<file path="config.mk">
export PLATFORM = sky130hd
export DESIGN_NAME = atm_controller
export DESIGN_NICKNAME = d
export VERILOG_FILES = /design/src/rtl/atm_controller.sv
export SDC_FILE = /design/constraint.sdc
export NUM_CORES = 1
export LEC_CHECK = 0
export CAP_MARGIN = 20
export CORE_ASPECT_RATIO = 0.6
export CORE_MARGIN = 2
export CORE_UTILIZATION = 55
export CTS_CLUSTER_DIAMETER = 60
export DETAILED_ROUTE_END_ITERATION = 16
export DONT_BUFFER_PORTS = 1
export GPL_ROUTABILITY_DRIVEN = 0
export GPL_TIMING_DRIVEN = 0
export PLACE_DENSITY = 0.76
export SETUP_SLACK_MARGIN = 0.5
export SKIP_CTS_REPAIR_TIMING = 1
export SYNTH_ARGS = -nofsm -noshare
export SYNTH_HDL_FRONTEND = slang
export SYNTH_SLANG_ARGS = --single-unit
</file>
<file path="constraint.sdc">
create_clock -name Clock -period 2 [get_ports Clock]
set_input_delay 0.2 -clock Clock [delete_from_list [all_inputs] [get_ports Clock]]
set_output_delay 0.2 -clock Clock [all_outputs]
set_load 0.01 [all_outputs]
</file>
<file path="src/rtl/atm_controller.sv">
// Single-card ATM control FSM: card accept, PIN check with retry limit,
// balance display and withdrawal against an internal 5-bit balance.
module atm_controller #(
   parameter logic [3:0] PIN          = 4'd5,
   parameter logic [4:0] INIT_BALANCE = 5'd20,
   parameter logic [1:0] MAX_TRIES    = 2'd3
) (
   input  logic       Clock,
   input  logic       Clear,
   input  logic       CardIn,
   input  logic       Eject,
   input  logic       Submit,
   input  logic [3:0] Password,
   input  logic [4:0] Value,
   input  logic       ShowBalance,
   input  logic       Withdraw,
   output logic [4:0] BalanceValue,
   output logic       Ready,
   output logic       Working,
   output logic       ErrPass,
   output logic       ErrValue,
   output logic [3:0] State,
   output logic [3:0] NextState
);

   typedef enum logic [3:0] {
      S_IDLE     = 4'd0,
      S_PASS     = 4'd1,
      S_PASS_ERR = 4'd2,
      S_MENU     = 4'd3,
      S_BALANCE  = 4'd4,
      S_WITHDRAW = 4'd5,
      S_VAL_ERR  = 4'd6,
      S_EJECT    = 4'd7
   } state_t;

   state_t     state_q, state_d;
   logic [1:0] tries_q, tries_d;
   logic [4:0] balance_q, balance_d;
   logic [4:0] bal_val_q, bal_val_d;
   logic       ready_q, working_q, err_pass_q, err_value_q;
   logic       in_session;

   assign in_session = (state_q inside {S_PASS, S_PASS_ERR, S_MENU,
                                        S_BALANCE, S_WITHDRAW, S_VAL_ERR});

   always_comb begin
      state_d   = state_q;
      tries_d   = tries_q;
      balance_d = balance_q;
      bal_val_d = bal_val_q;
      // Card removal or eject request aborts any active session outright.
      if (in_session && (Eject || !CardIn)) begin
         state_d = S_EJECT;
      end else begin
         case (state_q)
            S_IDLE:     state_d = CardIn ? S_PASS : S_IDLE;
            S_PASS: begin
               if (Submit) begin
                  if (Password == PIN) begin
                     state_d = S_MENU;
                     tries_d = 2'd0;
                  end else begin
                     state_d = S_PASS_ERR;
                     tries_d = tries_q + 2'd1;
                  end
               end
            end
            S_PASS_ERR: state_d = (tries_q == MAX_TRIES) ? S_EJECT : S_PASS;
            S_MENU: begin
               if (ShowBalance)   state_d = S_BALANCE;
               else if (Withdraw) state_d = S_WITHDRAW;
            end
            S_BALANCE:  state_d = S_MENU;
            S_WITHDRAW: begin
               if (Submit) begin
                  if ((Value != 5'd0) && (Value <= balance_q)) begin
                     balance_d = balance_q - Value;
                     bal_val_d = balance_q - Value;
                     state_d   = S_MENU;
                  end else begin
                     state_d = S_VAL_ERR;
                  end
               end
            end
            S_VAL_ERR:  state_d = S_MENU;
            S_EJECT:    state_d = S_IDLE;
            default:    state_d = S_IDLE;
         endcase
      end
      if (state_q == S_BALANCE) bal_val_d = balance_q;
      if (state_q == S_EJECT)   tries_d   = 2'd0;
   end

   // Moore outputs are decoded from the next state so they line up with State.
   always_ff @(posedge Clock) begin
      if (Clear) begin
         state_q     <= S_IDLE;
         tries_q     <= 2'd0;
         balance_q   <= INIT_BALANCE;
         bal_val_q   <= 5'd0;
         ready_q     <= 1'b1;
         working_q   <= 1'b0;
         err_pass_q  <= 1'b0;
         err_value_q <= 1'b0;
      end else begin
         state_q     <= state_d;
         tries_q     <= tries_d;
         balance_q   <= balance_d;
         bal_val_q   <= bal_val_d;
         ready_q     <= (state_d == S_IDLE);
         working_q   <= (state_d inside {S_PASS, S_PASS_ERR, S_MENU,
                                         S_BALANCE, S_WITHDRAW, S_VAL_ERR});
         err_pass_q  <= (state_d == S_PASS_ERR);
         err_value_q <= (state_d == S_VAL_ERR);
      end
   end

   assign State        = state_q;
   assign NextState    = state_d;
   assign BalanceValue = bal_val_q;
   assign Ready        = ready_q;
   assign Working      = working_q;
   assign ErrPass      = err_pass_q;
   assign ErrValue     = err_value_q;

endmodule

</file>
==> metrics.txt <==
Place WS=-238 ps; Yosys reg bits=20; Switching Share=slightly below 30%; die width=around 66 µm; largest net degree at the start of global routing=13; Final Skew=2.94 ps; max-slew violations=0; Max Freq=0.447 GHz; failing checks=negative setup slack; Worst Path Required=1800 ps; CP peak stage delay=between 300 and 400 ps; clk_lat worst skew=270 ps; initial DRC count=between 100 and 150; unrepaired setup endpoints after global routing=true; crit-path cells=ha_4, and3b_2, o311a_4, a2111oi_4, nor3_2, inv_2; CTS Sinks=20; clock group share of total power=about two fifths; Ports=33; first-pass GRT wire length=~4600 µm; startpoint types=register; Nets=188; placed cell count=around 170; GRT Total Usage=about a quarter; Worst-path clk slew=approximately 80 ps; GR Overflow Total=0; routed len/inst=around 23 µm; die area=between 2000 and 3000 µm²; crit end category=primary output; CTS tree=built; register share of total power=about two fifths; Pre-antenna DRT Iters=5; cell at the slowest stage of the critical path=dfxtp_4; layout cell share with drive strength beyond 1=around 50%; syn avg cell area=between 8 and 9 µm²; Max Cap Viol=0; Port Buffers=0; crit share post-route=112%; critical path class=register to primary output; P_leak=between 0.6 and 0.7 nW; final antenna-violating net count=0; Layout fillers=about 100; initial antenna violation count=0; Main synth FF type=dfxtp_1; status=finished with violations; non-filler cells, final=just under 200; adder-cell share of the synthesized area=under 10%; Finish-stage setup viols=11; Worst Path Arrival=~2000 ps; hold crit path type=input port to register; CP Buf/Inv Count=1; largest family of logic cells by synthesized area=compound AO/OA/AOI/OAI gates; vias post-DR=between 1000 and 1500; switching pwr=0.000313 W; Syn Std Cell Area=~1200 µm²; mux cell area share after synthesis=approximately 5%; vias per cell=6.69; synth warn=0; peak supply drop=about 0.00037 V; clk root buf=clkbuf_8; Synth Area in Compound Gates=around a quarter; final hold vios=0; Max-slew headroom=between 40% and 50%; Largest delay share family, worst path=compound AO/OA/AOI/OAI gates; register area=between 400 and 500 µm²; ys async rst share=0%; pwr/cell area=roughly 580 nW/µm²; post-synth cell types=46; initial core utilization=roughly 58%; internal power=between 0.0007 and 0.0008 W; worst-path fanout max=4; WL final=about 4500 µm; Multi-input gate area=approximately 1100 µm²; Worst Tran Pin Value=about 840 ps; clk buf depth=2; Core Region=2160 µm²; number of global-route vias before repair=907; sequential area share after synthesis=32.1%; Synth Instances=143; commonest non-fill, non-tap cell in the layout=dfxtp_1; Antenna Cells=0; Die Ht=between 40 and 50 µm; H-tree Lvls=1; Final Critical Period=between 2000 and 2500 ps; post-route setup slack=-237 ps; most frequent cells in the layout=dfxtp_1 (12), buf_6 (10), nor2_1 (10); row count=13; Post-synth EDFFs=0; Syn-to-layout area delta=49.5%; simple-gate share of the synthesized area=between 20% and 30%; Synth Area in XOR/XNOR=2.10%; drt drc=0; detailed placement HPWL=about 2400 µm; Gate power share=21.0%; CTS Buf Count=3
[per-layer routing]
layer | share of wire, % | global-route usage (%)
met5 | 0 | 0
met4 | 3.8 | 6.25
met3 | 13 | 7.97
met2 | 43 | 36.7
met1 | 40 | 35.4
[through the flow]
step | total power, W | hold slack [ps] | TNS (ps) | util, % | cell area (µm²)
final | 0.00109 | 248 | -1330 | 86.3 | 1870
after global routing | 0.00110 | 245 | -1420 | 86.3 | 1870
after CTS | 0.00101 | 163 | -2060 | 69.5 | 1500
after detailed placement | 0.000603 | 444 | -1230 | 66.2 | 1430
after global placement | 0.000596 | 439 | -1370 | 66.2 | 1430
after floorplan | 0.000569 | 410 | 0 | - | 1390
[state kept, by name, summed over array words and instances, names as in the netlist]
signal	flops
ErrValue	1
ErrPass	1
Ready	1
Working	1
balance_q	5
BalanceValue	5
State	4
tries_q	2
[power by group through the flow]
stage               combinational [W]  clock [W]  sequential [W]
global route                 0.000236   0.000432        0.000435
finish                       0.000228   0.000425        0.000432
floorplan                    0.000132          0        0.000437
detailed placement           0.000162          0        0.000441
CTS                          0.000163   0.000418        0.000432
global placement             0.000156          0        0.000441
[cell type report]
class | instances | share of cell area (%)
tap | 30 | 2.01
buffer | 7 | 3.42
multi-input combinational | 106 | 56.8
inverter | 11 | 2.35
clock inverter | 1 | 1.61
sequential | 20 | 22.8
clock buffer | 3 | 2.21
timing repair buffer | 16 | 8.78
[worst min-delay path: cells and delay by family]
| family | cells | cell delay [ps] |
|---|---|---|
| buffers and inverters | 1 | 120 |
| adder cells (fa/ha/maj) | 1 | 110 |
| AO/OA/AOI/OAI | 1 | 50 |
[final timing paths]
path                              startpoint         endpoint  slack [ps]  depth (start not counted)
worst max-delay path            balance_q[2]     NextState[2]        -240                          6
worst min-delay path                Value[0]     balance_q[0]         250                          3
worst max register to register  balance_q[2]  BalanceValue[1]        -210                          8
worst min register to register  balance_q[3]     balance_q[3]         520                          2
[Yosys cell counts, types with 2 or more instances]
master     n  area (µm²)
a31oi_1    3        18.8
ha_1       6        75.1
a21oi_1    7        35.0
dfxtp_1   20         400
a21o_1     3        22.5
o21ai_0    4        20.0
nand2b_1   5        31.3
nor2b_1    5        31.3
inv_1     11        41.3
and2_1     3        18.8
mux2i_1    4        40.0
or3_1      2        12.5
nand2_1    7        26.3
nor3_1     2        10.0
o211ai_1   2        15.0
a311oi_1   2        17.5
nor2_1    15        56.3
o311a_1    2        20.0
buf_2      2        10.0
or4_4      2        22.5
mux2_2     2        22.5
nand3_1    2        10.0
clkbuf_1   2        7.51
xnor2_1    2        17.5
nor3b_1    2        15.0
a211oi_1   6        45.0
[logic make-up after synthesis]
logic type	count (synthesis)
compound gates	37
xor+xnor	3
fa+ha+maj	7
buf+inv	18
flops	20
mux	6
other cells	1
simple gates	51
No activity file was read; power rests on OpenSTA's default activity.
